===== src/rtl/csr_regfile_pkg.sv =====
// Shared constants for the machine-mode CSR block: widths, CSR addresses,
// writable-bit masks and the decode of which addresses exist.
package csr_regfile_pkg;

  localparam int XLEN = 32;
  localparam logic [XLEN-1:0] ZEROWORD = '0;
  localparam logic ENABLE  = 1'b1;
  localparam logic DISABLE = 1'b0;

  localparam logic [11:0] CSR_MSTATUS   = 12'h300;
  localparam logic [11:0] CSR_MISA      = 12'h301;
  localparam logic [11:0] CSR_MIE       = 12'h304;
  localparam logic [11:0] CSR_MTVEC     = 12'h305;
  localparam logic [11:0] CSR_MSCRATCH  = 12'h340;
  localparam logic [11:0] CSR_MEPC      = 12'h341;
  localparam logic [11:0] CSR_MCAUSE    = 12'h342;
  localparam logic [11:0] CSR_MTVAL     = 12'h343;
  localparam logic [11:0] CSR_MIP       = 12'h344;
  localparam logic [11:0] CSR_MCYCLE    = 12'hB00;
  localparam logic [11:0] CSR_MINSTRET  = 12'hB02;
  localparam logic [11:0] CSR_MCYCLEH   = 12'hB80;
  localparam logic [11:0] CSR_MINSTRETH = 12'hB82;
  localparam logic [11:0] CSR_MVENDORID = 12'hF11;
  localparam logic [11:0] CSR_MARCHID   = 12'hF12;
  localparam logic [11:0] CSR_MIMPID    = 12'hF13;
  localparam logic [11:0] CSR_MHARTID   = 12'hF14;

  localparam int MSTATUS_MIE  = 3;
  localparam int MSTATUS_MPIE = 7;
  localparam int MIP_MSIP     = 3;
  localparam int MIP_MTIP     = 7;
  localparam int MIP_MEIP     = 11;

  // MPP is hardwired to M-mode, so it always reads 2'b11.
  localparam logic [XLEN-1:0] MSTATUS_FIXED = 32'h0000_1800;
  localparam logic [XLEN-1:0] MIE_MASK      = 32'h0000_0888;
  localparam logic [XLEN-1:0] ALIGN_MASK    = 32'hFFFF_FFFC;
  localparam logic [XLEN-1:0] MISA_VAL      = 32'h4000_0100;

  function automatic logic csr_implemented(input logic [11:0] addr);
    case (addr)
      CSR_MSTATUS, CSR_MISA, CSR_MIE, CSR_MTVEC, CSR_MSCRATCH, CSR_MEPC,
      CSR_MCAUSE, CSR_MTVAL, CSR_MIP, CSR_MCYCLE, CSR_MINSTRET, CSR_MCYCLEH,
      CSR_MINSTRETH, CSR_MVENDORID, CSR_MARCHID, CSR_MIMPID, CSR_MHARTID:
        return 1'b1;
      default: return 1'b0;
    endcase
  endfunction

endpackage


===== src/rtl/csr_regfile_if.sv =====
// Access bus between the CSR execution unit (master) and the CSR storage (slave).
interface csr_regfile_if;
  import csr_regfile_pkg::*;

  // ren/wen are single-cycle strobes with no ready: every access completes in
  // its own cycle, rdata/illegal are combinational and writes commit at the edge.
  logic [11:0]     csr_raddr;
  logic            csr_ren;
  logic [XLEN-1:0] csr_rdata;
  logic [11:0]     csr_waddr;
  logic            csr_wen;
  logic [XLEN-1:0] csr_wdata;
  logic            csr_illegal;

  modport master (
    output csr_raddr, csr_ren, csr_waddr, csr_wen, csr_wdata,
    input  csr_rdata, csr_illegal
  );

  modport slave (
    input  csr_raddr, csr_ren, csr_waddr, csr_wen, csr_wdata,
    output csr_rdata, csr_illegal
  );

endinterface


===== src/rtl/csr_counter64.sv =====
// 64-bit counter built from two XLEN halves; a half-write replaces that half
// and suppresses the increment for the cycle.
module csr_counter64
  import csr_regfile_pkg::*;
(
  input  logic              clk,
  input  logic              rst_n,
  input  logic              inc_i,
  input  logic              wr_lo_i,
  input  logic              wr_hi_i,
  input  logic [XLEN-1:0]   wdata_i,
  output logic [2*XLEN-1:0] value_o
);

  logic [XLEN-1:0] lo_q, lo_d;
  logic [XLEN-1:0] hi_q, hi_d;

  always_comb begin
    {hi_d, lo_d} = {hi_q, lo_q} + {{(2*XLEN-1){1'b0}}, inc_i};
    if (wr_lo_i) begin
      lo_d = wdata_i;
      hi_d = hi_q;
    end else if (wr_hi_i) begin
      lo_d = lo_q;
      hi_d = wdata_i;
    end
  end

  always_ff @(posedge clk) begin
    if (!rst_n) begin
      lo_q <= ZEROWORD;
      hi_q <= ZEROWORD;
    end else begin
      lo_q <= lo_d;
      hi_q <= hi_d;
    end
  end

  assign value_o = {hi_q, lo_q};

endmodule


===== src/rtl/csr_regfile.sv =====
// Machine-mode CSR storage: combinational reads, edge-committed writes,
// trap entry / mret updates and interrupt-pending generation.
module csr_regfile
  import csr_regfile_pkg::*;
#(
  parameter logic [XLEN-1:0] HART_ID     = ZEROWORD,
  parameter logic [XLEN-1:0] MTVEC_RESET = ZEROWORD
) (
  input  logic            clk,
  input  logic            rst_n,
  csr_regfile_if.slave    csr_bus,
  input  logic            instr_retire,
  input  logic            trap_valid,
  input  logic [XLEN-1:0] trap_cause,
  input  logic [XLEN-1:0] trap_pc,
  input  logic [XLEN-1:0] trap_tval,
  input  logic            mret,
  input  logic            ext_irq,
  input  logic            timer_irq,
  input  logic            sw_irq,
  output logic [XLEN-1:0] mtvec_o,
  output logic [XLEN-1:0] mepc_o,
  output logic            irq_pending_o
);

  logic            mst_mie_q, mst_mie_d;
  logic            mst_mpie_q, mst_mpie_d;
  logic [XLEN-1:0] mie_q, mie_d;
  logic [XLEN-1:0] mtvec_q, mtvec_d;
  logic [XLEN-1:0] mscratch_q, mscratch_d;
  logic [XLEN-1:0] mepc_q, mepc_d;
  logic [XLEN-1:0] mcause_q, mcause_d;
  logic [XLEN-1:0] mtval_q, mtval_d;
  logic [XLEN-1:0] mip_q, mip_d;
  logic [XLEN-1:0] mstatus_rd;
  logic [XLEN-1:0] rdata;
  logic [2*XLEN-1:0] mcycle, minstret;
  logic            wr_illegal;
  logic            wr_en;

  assign wr_illegal = csr_bus.csr_wen &
                      (~csr_implemented(csr_bus.csr_waddr) | (csr_bus.csr_waddr[11:10] == 2'b11));
  assign csr_bus.csr_illegal = (csr_bus.csr_ren & ~csr_implemented(csr_bus.csr_raddr)) | wr_illegal;
  // A trap in the same cycle swallows whatever the CSR unit was writing.
  assign wr_en = csr_bus.csr_wen & ~wr_illegal & ~trap_valid;

  always_comb begin
    mst_mie_d  = mst_mie_q;
    mst_mpie_d = mst_mpie_q;
    mie_d      = mie_q;
    mtvec_d    = mtvec_q;
    mscratch_d = mscratch_q;
    mepc_d     = mepc_q;
    mcause_d   = mcause_q;
    mtval_d    = mtval_q;
    if (trap_valid) begin
      mepc_d     = trap_pc & ALIGN_MASK;
      mcause_d   = trap_cause;
      mtval_d    = trap_tval;
      mst_mpie_d = mst_mie_q;
      mst_mie_d  = DISABLE;
    end else begin
      if (mret) begin
        mst_mie_d  = mst_mpie_q;
        mst_mpie_d = ENABLE;
      end
      if (wr_en) begin
        case (csr_bus.csr_waddr)
          CSR_MSTATUS: if (!mret) begin
            mst_mie_d  = csr_bus.csr_wdata[MSTATUS_MIE];
            mst_mpie_d = csr_bus.csr_wdata[MSTATUS_MPIE];
          end
          CSR_MIE:      mie_d      = csr_bus.csr_wdata & MIE_MASK;
          CSR_MTVEC:    mtvec_d    = csr_bus.csr_wdata & ALIGN_MASK;
          CSR_MSCRATCH: mscratch_d = csr_bus.csr_wdata;
          CSR_MEPC:     mepc_d     = csr_bus.csr_wdata & ALIGN_MASK;
          CSR_MCAUSE:   mcause_d   = csr_bus.csr_wdata;
          CSR_MTVAL:    mtval_d    = csr_bus.csr_wdata;
          default: ;
        endcase
      end
    end
  end

  always_comb begin
    mip_d           = ZEROWORD;
    mip_d[MIP_MSIP] = sw_irq;
    mip_d[MIP_MTIP] = timer_irq;
    mip_d[MIP_MEIP] = ext_irq;
  end

  always_ff @(posedge clk) begin
    if (!rst_n) begin
      mst_mie_q  <= DISABLE;
      mst_mpie_q <= DISABLE;
      mie_q      <= ZEROWORD;
      mtvec_q    <= MTVEC_RESET & ALIGN_MASK;
      mscratch_q <= ZEROWORD;
      mepc_q     <= ZEROWORD;
      mcause_q   <= ZEROWORD;
      mtval_q    <= ZEROWORD;
      mip_q      <= ZEROWORD;
    end else begin
      mst_mie_q  <= mst_mie_d;
      mst_mpie_q <= mst_mpie_d;
      mie_q      <= mie_d;
      mtvec_q    <= mtvec_d;
      mscratch_q <= mscratch_d;
      mepc_q     <= mepc_d;
      mcause_q   <= mcause_d;
      mtval_q    <= mtval_d;
      mip_q      <= mip_d;
    end
  end

  csr_counter64 u_mcycle (
    .clk     (clk),
    .rst_n   (rst_n),
    .inc_i   (ENABLE),
    .wr_lo_i (wr_en && (csr_bus.csr_waddr == CSR_MCYCLE)),
    .wr_hi_i (wr_en && (csr_bus.csr_waddr == CSR_MCYCLEH)),
    .wdata_i (csr_bus.csr_wdata),
    .value_o (mcycle)
  );

  csr_counter64 u_minstret (
    .clk     (clk),
    .rst_n   (rst_n),
    .inc_i   (instr_retire),
    .wr_lo_i (wr_en && (csr_bus.csr_waddr == CSR_MINSTRET)),
    .wr_hi_i (wr_en && (csr_bus.csr_waddr == CSR_MINSTRETH)),
    .wdata_i (csr_bus.csr_wdata),
    .value_o (minstret)
  );

  always_comb begin
    mstatus_rd               = MSTATUS_FIXED;
    mstatus_rd[MSTATUS_MIE]  = mst_mie_q;
    mstatus_rd[MSTATUS_MPIE] = mst_mpie_q;
  end

  always_comb begin
    rdata = ZEROWORD;
    case (csr_bus.csr_raddr)
      CSR_MSTATUS:   rdata = mstatus_rd;
      CSR_MISA:      rdata = MISA_VAL;
      CSR_MIE:       rdata = mie_q;
      CSR_MTVEC:     rdata = mtvec_q;
      CSR_MSCRATCH:  rdata = mscratch_q;
      CSR_MEPC:      rdata = mepc_q;
      CSR_MCAUSE:    rdata = mcause_q;
      CSR_MTVAL:     rdata = mtval_q;
      CSR_MIP:       rdata = mip_q;
      CSR_MCYCLE:    rdata = mcycle[XLEN-1:0];
      CSR_MCYCLEH:   rdata = mcycle[2*XLEN-1:XLEN];
      CSR_MINSTRET:  rdata = minstret[XLEN-1:0];
      CSR_MINSTRETH: rdata = minstret[2*XLEN-1:XLEN];
      CSR_MHARTID:   rdata = HART_ID;
      default:       rdata = ZEROWORD;
    endcase
  end

  assign csr_bus.csr_rdata = rdata;
  assign mtvec_o           = mtvec_q;
  assign mepc_o            = mepc_q;
  assign irq_pending_o     = mst_mie_q & (|(mie_q & mip_q));

endmodule


===== src/flat_wrapper.sv =====
// flat-port wrapper written by rule: the top's interface ports become plain ports
module csr_regfile_flat import csr_regfile_pkg::*;
#(
  parameter logic [XLEN-1:0] HART_ID     = ZEROWORD,
  parameter logic [XLEN-1:0] MTVEC_RESET = ZEROWORD
)
  (clk, rst_n, instr_retire, trap_valid, trap_cause, trap_pc, trap_tval, mret, ext_irq, timer_irq, sw_irq, mtvec_o, mepc_o, irq_pending_o, csr_bus_csr_raddr, csr_bus_csr_ren, csr_bus_csr_waddr, csr_bus_csr_wen, csr_bus_csr_wdata, csr_bus_csr_rdata, csr_bus_csr_illegal);
  csr_regfile_if csr_bus_i ();
  input  logic clk;
  input  logic rst_n;
  input  logic instr_retire;
  input  logic trap_valid;
  input  logic [XLEN-1:0] trap_cause;
  input  logic [XLEN-1:0] trap_pc;
  input  logic [XLEN-1:0] trap_tval;
  input  logic mret;
  input  logic ext_irq;
  input  logic timer_irq;
  input  logic sw_irq;
  output logic [XLEN-1:0] mtvec_o;
  output logic [XLEN-1:0] mepc_o;
  output logic irq_pending_o;
  input wire logic [$bits(csr_bus_i.csr_raddr)-1:0] csr_bus_csr_raddr;
  input wire logic [$bits(csr_bus_i.csr_ren)-1:0] csr_bus_csr_ren;
  input wire logic [$bits(csr_bus_i.csr_waddr)-1:0] csr_bus_csr_waddr;
  input wire logic [$bits(csr_bus_i.csr_wen)-1:0] csr_bus_csr_wen;
  input wire logic [$bits(csr_bus_i.csr_wdata)-1:0] csr_bus_csr_wdata;
  output wire logic [$bits(csr_bus_i.csr_rdata)-1:0] csr_bus_csr_rdata;
  output wire logic [$bits(csr_bus_i.csr_illegal)-1:0] csr_bus_csr_illegal;
  assign csr_bus_i.csr_raddr = csr_bus_csr_raddr;
  assign csr_bus_i.csr_ren = csr_bus_csr_ren;
  assign csr_bus_i.csr_waddr = csr_bus_csr_waddr;
  assign csr_bus_i.csr_wen = csr_bus_csr_wen;
  assign csr_bus_i.csr_wdata = csr_bus_csr_wdata;
  assign csr_bus_csr_rdata = csr_bus_i.csr_rdata;
  assign csr_bus_csr_illegal = csr_bus_i.csr_illegal;
  csr_regfile #(.HART_ID(HART_ID), .MTVEC_RESET(MTVEC_RESET)) u_core (.clk(clk), .rst_n(rst_n), .csr_bus(csr_bus_i), .instr_retire(instr_retire), .trap_valid(trap_valid), .trap_cause(trap_cause), .trap_pc(trap_pc), .trap_tval(trap_tval), .mret(mret), .ext_irq(ext_irq), .timer_irq(timer_irq), .sw_irq(sw_irq), .mtvec_o(mtvec_o), .mepc_o(mepc_o), .irq_pending_o(irq_pending_o));
endmodule

===== config.mk =====
export PLATFORM = sky130hd
export DESIGN_NAME = csr_regfile_flat
export DESIGN_NICKNAME = d
export VERILOG_FILES = /design/src/rtl/csr_regfile_pkg.sv /design/src/rtl/csr_regfile_if.sv /design/src/rtl/csr_counter64.sv /design/src/rtl/csr_regfile.sv /design/src/flat_wrapper.sv
export SDC_FILE = /design/constraint.sdc
export NUM_CORES = 1
export LEC_CHECK = 0
export ABC_AREA = 1
export CAP_MARGIN = 20
export CORE_MARGIN = 4
export CORE_UTILIZATION = 40
export DETAILED_ROUTE_END_ITERATION = 10
export SLEW_MARGIN = 20
export SYNTH_ARGS = -nofsm -noshare
export SYNTH_HDL_FRONTEND = slang
export SYNTH_SLANG_ARGS = --single-unit

===== constraint.sdc =====
create_clock -name clk -period 7.64 [get_ports clk]
set_clock_uncertainty 0.1 [all_clocks]
set_input_delay 1.528 -clock clk [delete_from_list [all_inputs] [get_ports clk]]
set_output_delay 1.528 -clock clk [all_outputs]
set_load 0.02 [all_outputs]

==> results.yml, run 1 <==
synthesis:
  syn_area_per_cell_um2: 6.173
  ys_warn_count: 0
  yosysSeqAreaShare_pct: 31.49
  synthArstFlopShare_pct: 0
  synth_edf_count: 0
  synth-seq-cells: 292
  synthTopCellsByArea: "dfxtp_1, nand2_1, nand3_1, inv_1, a21oi_1"
  synthTopCellsByCount: "nand2_1, inv_1, nand3_1"
  synth_cell_types: 45
  yosysMostFrequentCell: "nand2_1"
  netlist_instances: 3007
  netlist.top_cell.by_area: "dfxtp_1"
  ys_dominant_reg_cell: "dfxtp_1"
  netlist_area_mm2: 0.01856
  synth.top_cell.area_share_pct: 31.49
sta:
  rsz0062_at_grt: "false"
  finalSetupTns_ns: 0
  finalHoldViolCount: 0
  finalCritPeriodShare_pct: 89.55
  timing.fmax_mhz: 146.2
  post-route-min-period_ns: 6.842
  slew_violations: 0
  setup_viol: 0
  whs_ns: 0.3683
  tightest_slew_ns: 1.114
  slew_headroom_pct: 25.02
min_path:
  min_delay_path_depth: 2
  min_path_type: "flip-flop to flip-flop"
clocking:
  tritoncts: "yes"
  cts_setup_buffers: 0
  cts_buffer_depth: 3
  numClockSinks: 292
  ctsHoldBuffers: 0
  cts-root-buf: "clkbuf_16"
  clk_pin_slew_ns: 0.06
  htreeDepth: 2
  insertion_delay_ns: 0.57
  cts_buffers: 37
  postCtsResizedCells: 0
detailed_routing:
  drt_iter0_drc: 2640
  ant_nets: 0
  drc: 0
  post_drt_wl_per_cell_um: 24.95
  routed_wl_mm: 94.66
  vias: 22130
  viasPerCell: 5.834
  drt_first_pass_iters: 6
floorplan:
  die_area_mm2: 0.04992
  start_util_pct: 40.64
  die_y_um: 223.4
  ios: 260
  rows: 78
  coreArea_mm2: 0.04567
  fp.dieW_um: 223.4
pwr:
  p_total_uw: 3699
  ir_drop_uv: 155.4
  power.density_mw_per_mm2: 163.3
  leakage_uw: 0.009354
finish:
  syn_to_final_growth_pct: 22.05
  drive_gt1_share_pct: 4.104
  final_cells: 3794
  fin_util_pct: 49.60
  fillCellCount: 4827
  nets: 3334
  final-seq-area_mm2: 0.005846
  multi_input_area_mm2: 0.01065
worst_setup_path:
  critPathKind: "input pin to output pin"
  worst-path-stages: 15
  cp_max_fo: 19
  crit_slowest_cell: "clkdlybuf4s50_1"
  crit_required_ns: 6.01
  crit_family: "buffers and inverters"
  cp-end-kind: "output pin"
  cp.arrival_ns: 5.21
  cpMostUsedCell: "inv_1"
  cp_cell_sequence: "clkdlybuf4s50_1, nor2_1, inv_1, nor2_1, inv_1, nor2_1, nand2_1, buf_4, inv_1, nor3_1, and3_1, inv_1, nand2_1, inv_1, clkdlybuf4s50_1"
  cpPeakStageDelay_ns: 0.60
  cp_num_buf_inv: 8
  rr_worst_depth: 16
  worst_setup_path_start_kind: "input pin"
global_route:
  grt.total_usage_pct: 36.12
  antenna_found_initial: 3
  grt_first_pass_wirelength_mm: 137.2
  grt_pass1_vias: 20780
  grt_max_degree: 137
  overflow: 0
outcome:
  status: "completed"
placed_design:
  io_buffers: 253
  place_congestion: 0.9867
  dp_cells: 3730
  hpwl_mm: 70.10
job:
  cap_violations: 0
per-layer routing:
metal  track usage [%]  vias to the layer above  share of wire, %
met5                 0                        -             0.014
met2             56.06                     1160                44
li1                  -                    10200                 -
met4             13.60                        2               4.3
met3             8.553                      195               9.8
met1             48.87                    10580                42
layout by cell type (no fill, tap or decap), types with 4 or more instances in the layout:
| master | count |
|---|---|
| and3_1 | 4 |
| clkbuf_1 | 7 |
| clkdlybuf4s50_1 | 251 |
| nand3b_1 | 4 |
| inv_1 | 372 |
| xnor2_1 | 14 |
| nor2_1 | 235 |
| or2_2 | 7 |
| a221oi_1 | 44 |
| nor2_2 | 13 |
| nor3_1 | 76 |
| nand2_1 | 803 |
| nand2_2 | 4 |
| o21ai_0 | 96 |
| dfxtp_1 | 292 |
| conb_1 | 4 |
| nor4_1 | 19 |
| xor2_1 | 96 |
| a22oi_1 | 33 |
| a31oi_1 | 64 |
| nor2_4 | 6 |
| a21oi_1 | 237 |
| buf_4 | 35 |
| o22ai_1 | 27 |
| nand4_1 | 62 |
| inv_2 | 5 |
| clkbuf_8 | 7 |
| a22o_1 | 7 |
| nand3_1 | 293 |
| clkbuf_16 | 37 |
per-stage QoR:
stage / cell area, um2 / worst slack [ns]
finish: 22660 / 0.7983
global route: 22650 / 0.6725
CTS: 22650 / 0.8842
detailed placement: 21450 / 0.9022
global placement: 21450 / 0.9728
floorplan: 18570 / 2.805
worst min-delay path, stage by stage, from the launching register on:
cell,delay [ns]
dfxtp_1,0.31
nand2_1,0.06
a21oi_1,0.05
report_power, final:
group	internal [uW]	switching [uW]	total [uW]
Combinational	130	190	321
Sequential	1550	25.7	1580
Clock	1060	738	1800
cell type report:
type / count / share of cell area [%]
Inverter: 378 / 6.296
Timing Repair Buffer: 287 / 12.27
Clock buffer: 51 / 4.628
Antenna cell: 2 / 0.02209
Tap cell: 600 / 3.314
Sequential cell: 292 / 25.80
Clock inverter: 11 / 0.6517
Multi-Input combinational cell: 2173 / 47.02
path summary, 6_finish.rpt:
kind | startpoint | endpoint | slack [ns]
worst min-delay path | u_core.mtval_q[19]$_SDFFE_PN0P_ | u_core.mtval_q[19]$_SDFFE_PN0P_ | 0.37
worst max register to register | u_core.u_minstret.lo_q[0]$_SDFFE_PN0P_ | u_core.u_minstret.hi_q[16]$_SDFFE_PN0N_ | 3.96
worst min register to register | u_core.mtval_q[19]$_SDFFE_PN0P_ | u_core.mtval_q[19]$_SDFFE_PN0P_ | 0.37
worst max-delay path | csr_bus_csr_raddr[3] | csr_bus_csr_rdata[14] | 0.80
cell families after synthesis:
kind of cell	synth area share (%)
AOI/OAI and AO/OA	16.51
xor gates and xnor gates	5.190
adders and majority gates	0.2022
buffers and inverters	11.47
DFF	31.49
other	0.02020
and+or+nand+nor	35.12
registers in the layout (all words and copies together) (netlist names):
name,count
u_core.mcause_q,32
u_core.mscratch_q,32
u_core.mtval_q,32
u_core.u_mcycle.hi_q,32
u_core.u_mcycle.lo_q,32
u_core.u_minstret.hi_q,32
u_core.u_minstret.lo_q,32
u_core.mepc_o,30
u_core.mtvec_o,30
u_core.mie_q,3
u_core.mip_q,3
u_core.mst_mie_q,1
u_core.mst_mpie_q,1
No activity file was read; power rests on OpenSTA's default activity.
==> run 2: changes to the inputs <==
Settings changed: RECOVER_POWER from default to 100.
==> run 2 against run 1 <==
Against the previous run: the flow now finishes with violations (capacitance limit, slew limit); die area did not move; fmax fell by 2.2%; non-clock buffer count did not move; critical path depth fell by 3; final cell count did not move; core utilization fell by 0.066 points; final area fell by 0.13%; wire length rose by 0.11%.
==> results.yml, run 2 (synthesized netlist as in run 1, its figures left out) <==
sta:
  post-route-min-period_ns: 6.999
  finalHoldViolCount: 0
  rsz0062_at_grt: "false"
  finalSetupTns_ns: 0
  slew_headroom_pct: -167.3
  timing.fmax_mhz: 142.9
  slew_violations: 239
  setup_slack_ns: 0.6413
  whs_ns: 0.3665
  tightest_slew_ns: 4.010
  setup_viol: 0
  finalCritPeriodShare_pct: 91.61
detailed_routing:
  drt_first_pass_iters: 6
  post_drt_wl_per_cell_um: 24.98
  drt_iter0_drc: 2692
  routed_wl_mm: 94.76
  viasPerCell: 5.830
  vias: 22120
  ant_nets: 0
  drc: 0
pwr:
  pwr-share-seq_pct: 42.7
  leakage_uw: 0.009621
  intPower_uw: 2743
  p_sw_uw: 952.6
  power.density_mw_per_mm2: 163.3
  p_sw_share_pct: 25.78
  clockPowerShare_pct: 48.6
  comb_power_share_pct: 8.6
  ir_drop_uv: 153.3
placed_design:
  place_congestion: 0.9867
  placed_area_mm2: 0.02145
  dp_cells: 3730
  hpwl_mm: 70.10
  pre_cts_slack_ns: 0.9022
  io_buffers: 253
worst_setup_path:
  critPathLaunch: "csr_bus_csr_raddr[5]"
  cp-end-kind: "output pin"
  worst_setup_path_start_kind: "input pin"
  crit_required_ns: 6.01
  reg2reg_from: "u_core.u_minstret.lo_q[0]$_SDFFE_PN0P_"
  cp_max_fo: 13
  r2r_setup_slack_ns: 3.86
  cp.arrival_ns: 5.37
  critPathKind: "input pin to output pin"
global_route:
  grt_max_degree: 137
  overflow: 0
  grt.total_usage_pct: 36.12
  antenna_found_initial: 4
  grt_pass1_vias: 20780
  grt_first_pass_wirelength_mm: 137.2
floorplan:
  coreArea_mm2: 0.04567
  die_area_mm2: 0.04992
  fp.dieW_um: 223.4
  die_y_um: 223.4
  start_util_pct: 40.64
  rows: 78
  ios: 260
clocking:
  insertion_delay_ns: 0.57
  postCtsResizedCells: 0
  htreeDepth: 2
  ctsHoldBuffers: 0
  cts-root-buf: "clkbuf_16"
  clk_pin_slew_ns: 0.05
  numClockSinks: 292
  cts_buffer_depth: 3
  tritoncts: "yes"
  cts_buffers: 37
  cts_setup_buffers: 0
finish:
  drive_gt1_share_pct: 3.916
  nets: 3334
  final_cell_mix: "nand2_1, inv_1, nand3_1"
  final_area_mm2: 0.02263
  fillCellCount: 4834
  final_cells: 3794
  final_common_cell: "nand2_1"
  syn_to_final_growth_pct: 21.89
outcome:
  violations: "capacitance limit, slew limit"
  status: "finished with violations"
min_path:
  min_path_type: "flip-flop to flip-flop"
  worstHoldStart: "u_core.mtval_q[13]$_SDFFE_PN0P_"
job:
  cap_violations: 3
-- run 2: changes by cell type in the layout (fill, tap and decap cells not counted), sizes merged --
cell / before / now
buf: 36 / 30
clkbuf: 51 / 57
clkdlybuf4s50: 251 / 162
dlygate4sd3: 0 / 89
-- run 2: metal layers --
| layer | track usage (%) | wire length [um] |
|---|---|---|
| met5 | 0 | 35 |
| met4 | 13.60 | 3984 |
| met3 | 8.553 | 9978 |
| met2 | 56.06 | 41680 |
| met1 | 48.87 | 39080 |
-- run 2: path summary, 6_finish.rpt --
check,end,cells past startpoint
max,csr_bus_csr_rdata[18],12
min,u_core.mtval_q[13]$_SDFFE_PN0P_,2
max reg2reg,u_core.u_minstret.hi_q[16]$_SDFFE_PN0N_,16
min reg2reg,u_core.mtval_q[13]$_SDFFE_PN0P_,2
-- run 2: layout make-up --
class / count / area [um2] / share of cell area, %
Antenna cell: 2 / 5.005 / 0.02212
Tap cell: 600 / 750.7 / 3.318
Timing Repair Buffer: 287 / 2760 / 12.20
Clock buffer: 51 / 1049 / 4.634
Sequential cell: 292 / 5846 / 25.84
Clock inverter: 11 / 147.6 / 0.6525
Inverter: 378 / 1426 / 6.304
Multi-Input combinational cell: 2173 / 10640 / 47.03
-- run 2: power by group through the flow --
stage	Sequential (uW)	Combinational (uW)	Clock, uW
finish	1580	318	1800
global route	1580	338	1870
CTS	1580	314	1800
detailed placement	1610	312	0
global placement	1610	309	0
floorplan	1610	123	0
-- run 2: stage by stage --
stage,total power [uW],utilization (%)
finish,3695,49.54
global route,3786,49.53
CTS,3697,49.59
detailed placement,1923,46.97
floorplan,1735,-
global placement,1920,46.97
-- run 2: critical path, stage by stage --
cell	delay, ns
clkdlybuf4s50_1	0.42
nor2_1	0.19
nand3_1	0.10
nor2_1	0.46
nand2_1	0.17
nor2_1	1.03
buf_4	0.39
a21oi_1	0.09
nand4_1	0.12
nand2_1	0.09
inv_1	0.08
dlygate4sd3_1	0.68
==> run 3: changes to the inputs <==
Settings changed: CORE_ASPECT_RATIO from default to 0.7.
==> run 3 against run 2 <==
Against the previous run: the flow still finishes with violations (capacitance limit, slew limit); wire length increased by 2.8%; count of clock-buffer cells in the layout is 6 lower; fmax fell by 0.45%; largest cell class unchanged; sequential share of layout area about the same; combinational power rose by 3%; worst setup slack got worse by 0.032 ns; via count is 2.7% higher; first-iteration DRC count rose by 25%; critical path depth fell by 1; core utilization rose by 0.19 points.
==> results.yml, run 3 (synthesized netlist as in run 1, its figures left out) <==
detailed_routing:
  ant_nets: 0
  wl_met3_mm: 14.60
  drt_iter0_drc: 3374
  routed_wl_mm: 97.46
  dr_wl_met2_mm: 37.40
  top_layer_used: "met5"
  vias: 22730
  drc: 0
  post_drt_wl_per_cell_um: 25.62
  drt_first_pass_iters: 8
  viasPerCell: 5.974
  met1_length_mm: 42.22
worst_setup_path:
  crit_slowest_cell: "nor2_1"
  cp_cell_sequence: "clkdlybuf4s50_1, nor2_1, nand3_1, nor2_1, nand2_1, nor2_1, buf_4, a22o_1, nor3_1, o2111ai_1, dlygate4sd3_1"
  cp-end-kind: "output pin"
  crit_required_ns: 6.01
  cp.arrival_ns: 5.40
  rr_worst_depth: 13
  cp_num_buf_inv: 3
  cpPeakStageDelay_ns: 0.91
  worst-path-stages: 11
  critPathKind: "input pin to output pin"
  crit_family: "simple AND/OR/NAND/NOR gates"
  cp_max_fo: 17
  worst_setup_path_start_kind: "input pin"
  cpMostUsedCell: "nor2_1"
clocking:
  htreeDepth: 2
  insertion_delay_ns: 0.56
  ctsHoldBuffers: 0
  cts_setup_buffers: 0
  cts_buffers: 34
  cts-root-buf: "clkbuf_16"
  numClockSinks: 292
  cts_buffer_depth: 3
  clk_pin_slew_ns: 0.06
  tritoncts: "yes"
  postCtsResizedCells: 0
sta:
  finalCritPeriodShare_pct: 92.02
  finalSetupTns_ns: 0
  slew_headroom_pct: -84.53
  setup_viol: 0
  timing.fmax_mhz: 142.2
  post-route-min-period_ns: 7.030
  finalHoldViolCount: 0
  rsz0062_at_grt: "false"
  tightest_slew_ns: 2.758
  slew_violations: 404
finish:
  fillCellCount: 4758
  nets: 3340
  final_common_cell: "nand2_1"
  final_cell_mix: "nand2_1, inv_1, nand3_1"
  final-seq-area_mm2: 0.005846
  syn_to_final_growth_pct: 21.78
  multi_input_area_mm2: 0.01060
  final_cells: 3804
  drive_gt1_share_pct: 3.471
  final_area_mm2: 0.02261
placed_design:
  io_buffers: 253
  placed_area_mm2: 0.02152
  hpwl_mm: 73.47
  dp_cells: 3742
  place_congestion: 1.029
min_path:
  min_delay_path_depth: 2
  min_path_type: "flip-flop to flip-flop"
global_route:
  grt_max_degree: 92
  overflow: 0
  grt.total_usage_pct: 37.28
  grt_first_pass_wirelength_mm: 140.5
  antenna_found_initial: 7
  grt_pass1_vias: 20760
pwr:
  ir_drop_uv: 151.5
  power.density_mw_per_mm2: 163.8
  leakage_uw: 0.009625
job:
  cap_violations: 9
floorplan:
  rows: 65
  start_util_pct: 40.83
  die_area_mm2: 0.04997
  die_y_um: 188.2
  fp.dieW_um: 265.5
  ios: 260
  coreArea_mm2: 0.04546
outcome:
  status: "finished with violations"
  violations: "capacitance limit, slew limit"
==> run 3: cell types whose count changed in the layout (fill, tap and decap cells not counted), sizes merged, moves of 2 or more <==
cell | before | now
clkdlybuf4s50 | 162 | 160
clkinv | 4 | 6
dlygate4sd3 | 89 | 91
clkbuf | 57 | 59
bufinv | 3 | 5
==> run 3: layer usage <==
metal / vias to the layer above / global-route usage, %
li1: 10230 / -
met1: 10720 / 55.81
met2: 1579 / 50.19
met3: 193 / 12.27
met4: 6 / 10.98
met5: - / 0
==> run 3: through the flow <==
step,total power [uW],worst slack (ns),utilization [%],hold WS (ns)
6_report,3702,0.6097,49.73,0.3670
5_1_grt,3785,0.4825,49.72,0.3866
4_1_cts,3702,0.8372,49.92,0.3659
3_5_place_dp,1936,0.8681,47.34,0.3565
3_3_place_gp,1934,0.9411,47.34,0.3548
2_1_floorplan,1735,2.805,-,0.3452
==> run 3: worst min-delay path, delay by kind of cell (launching register included) <==
kind | cells | cell delay (ns)
DFF | 1 | 0.31
AOI/OAI and AO/OA | 1 | 0.05
and+or+nand+nor | 1 | 0.06
==> run 3: worst paths after layout <==
kind	startpoint	endpoint	slack, ns
max reg2reg	u_core.u_minstret.lo_q[0]$_SDFFE_PN0P_	u_core.u_minstret.hi_q[18]$_SDFFE_PN0N_	3.98
min	u_core.mtval_q[13]$_SDFFE_PN0P_	u_core.mtval_q[13]$_SDFFE_PN0P_	0.37
min reg2reg	u_core.mtval_q[13]$_SDFFE_PN0P_	u_core.mtval_q[13]$_SDFFE_PN0P_	0.37
max	csr_bus_csr_raddr[5]	csr_bus_csr_rdata[30]	0.61
==> run 3: area by class of cell <==
cell class,instances,share of cell area (%)
inverter,378,6.298
multi-input combinational,2173,46.89
tap,603,3.337
antenna,3,0.03321
timing repair buffer,296,12.39
sequential,292,25.86
clock buffer,45,4.123
clock inverter,14,1.068
==> run 3: power breakdown <==
group	switching (uW)	total (uW)	internal (uW)
Clock	750	1790	1040
Sequential	31.9	1590	1550
Combinational	198	327	129
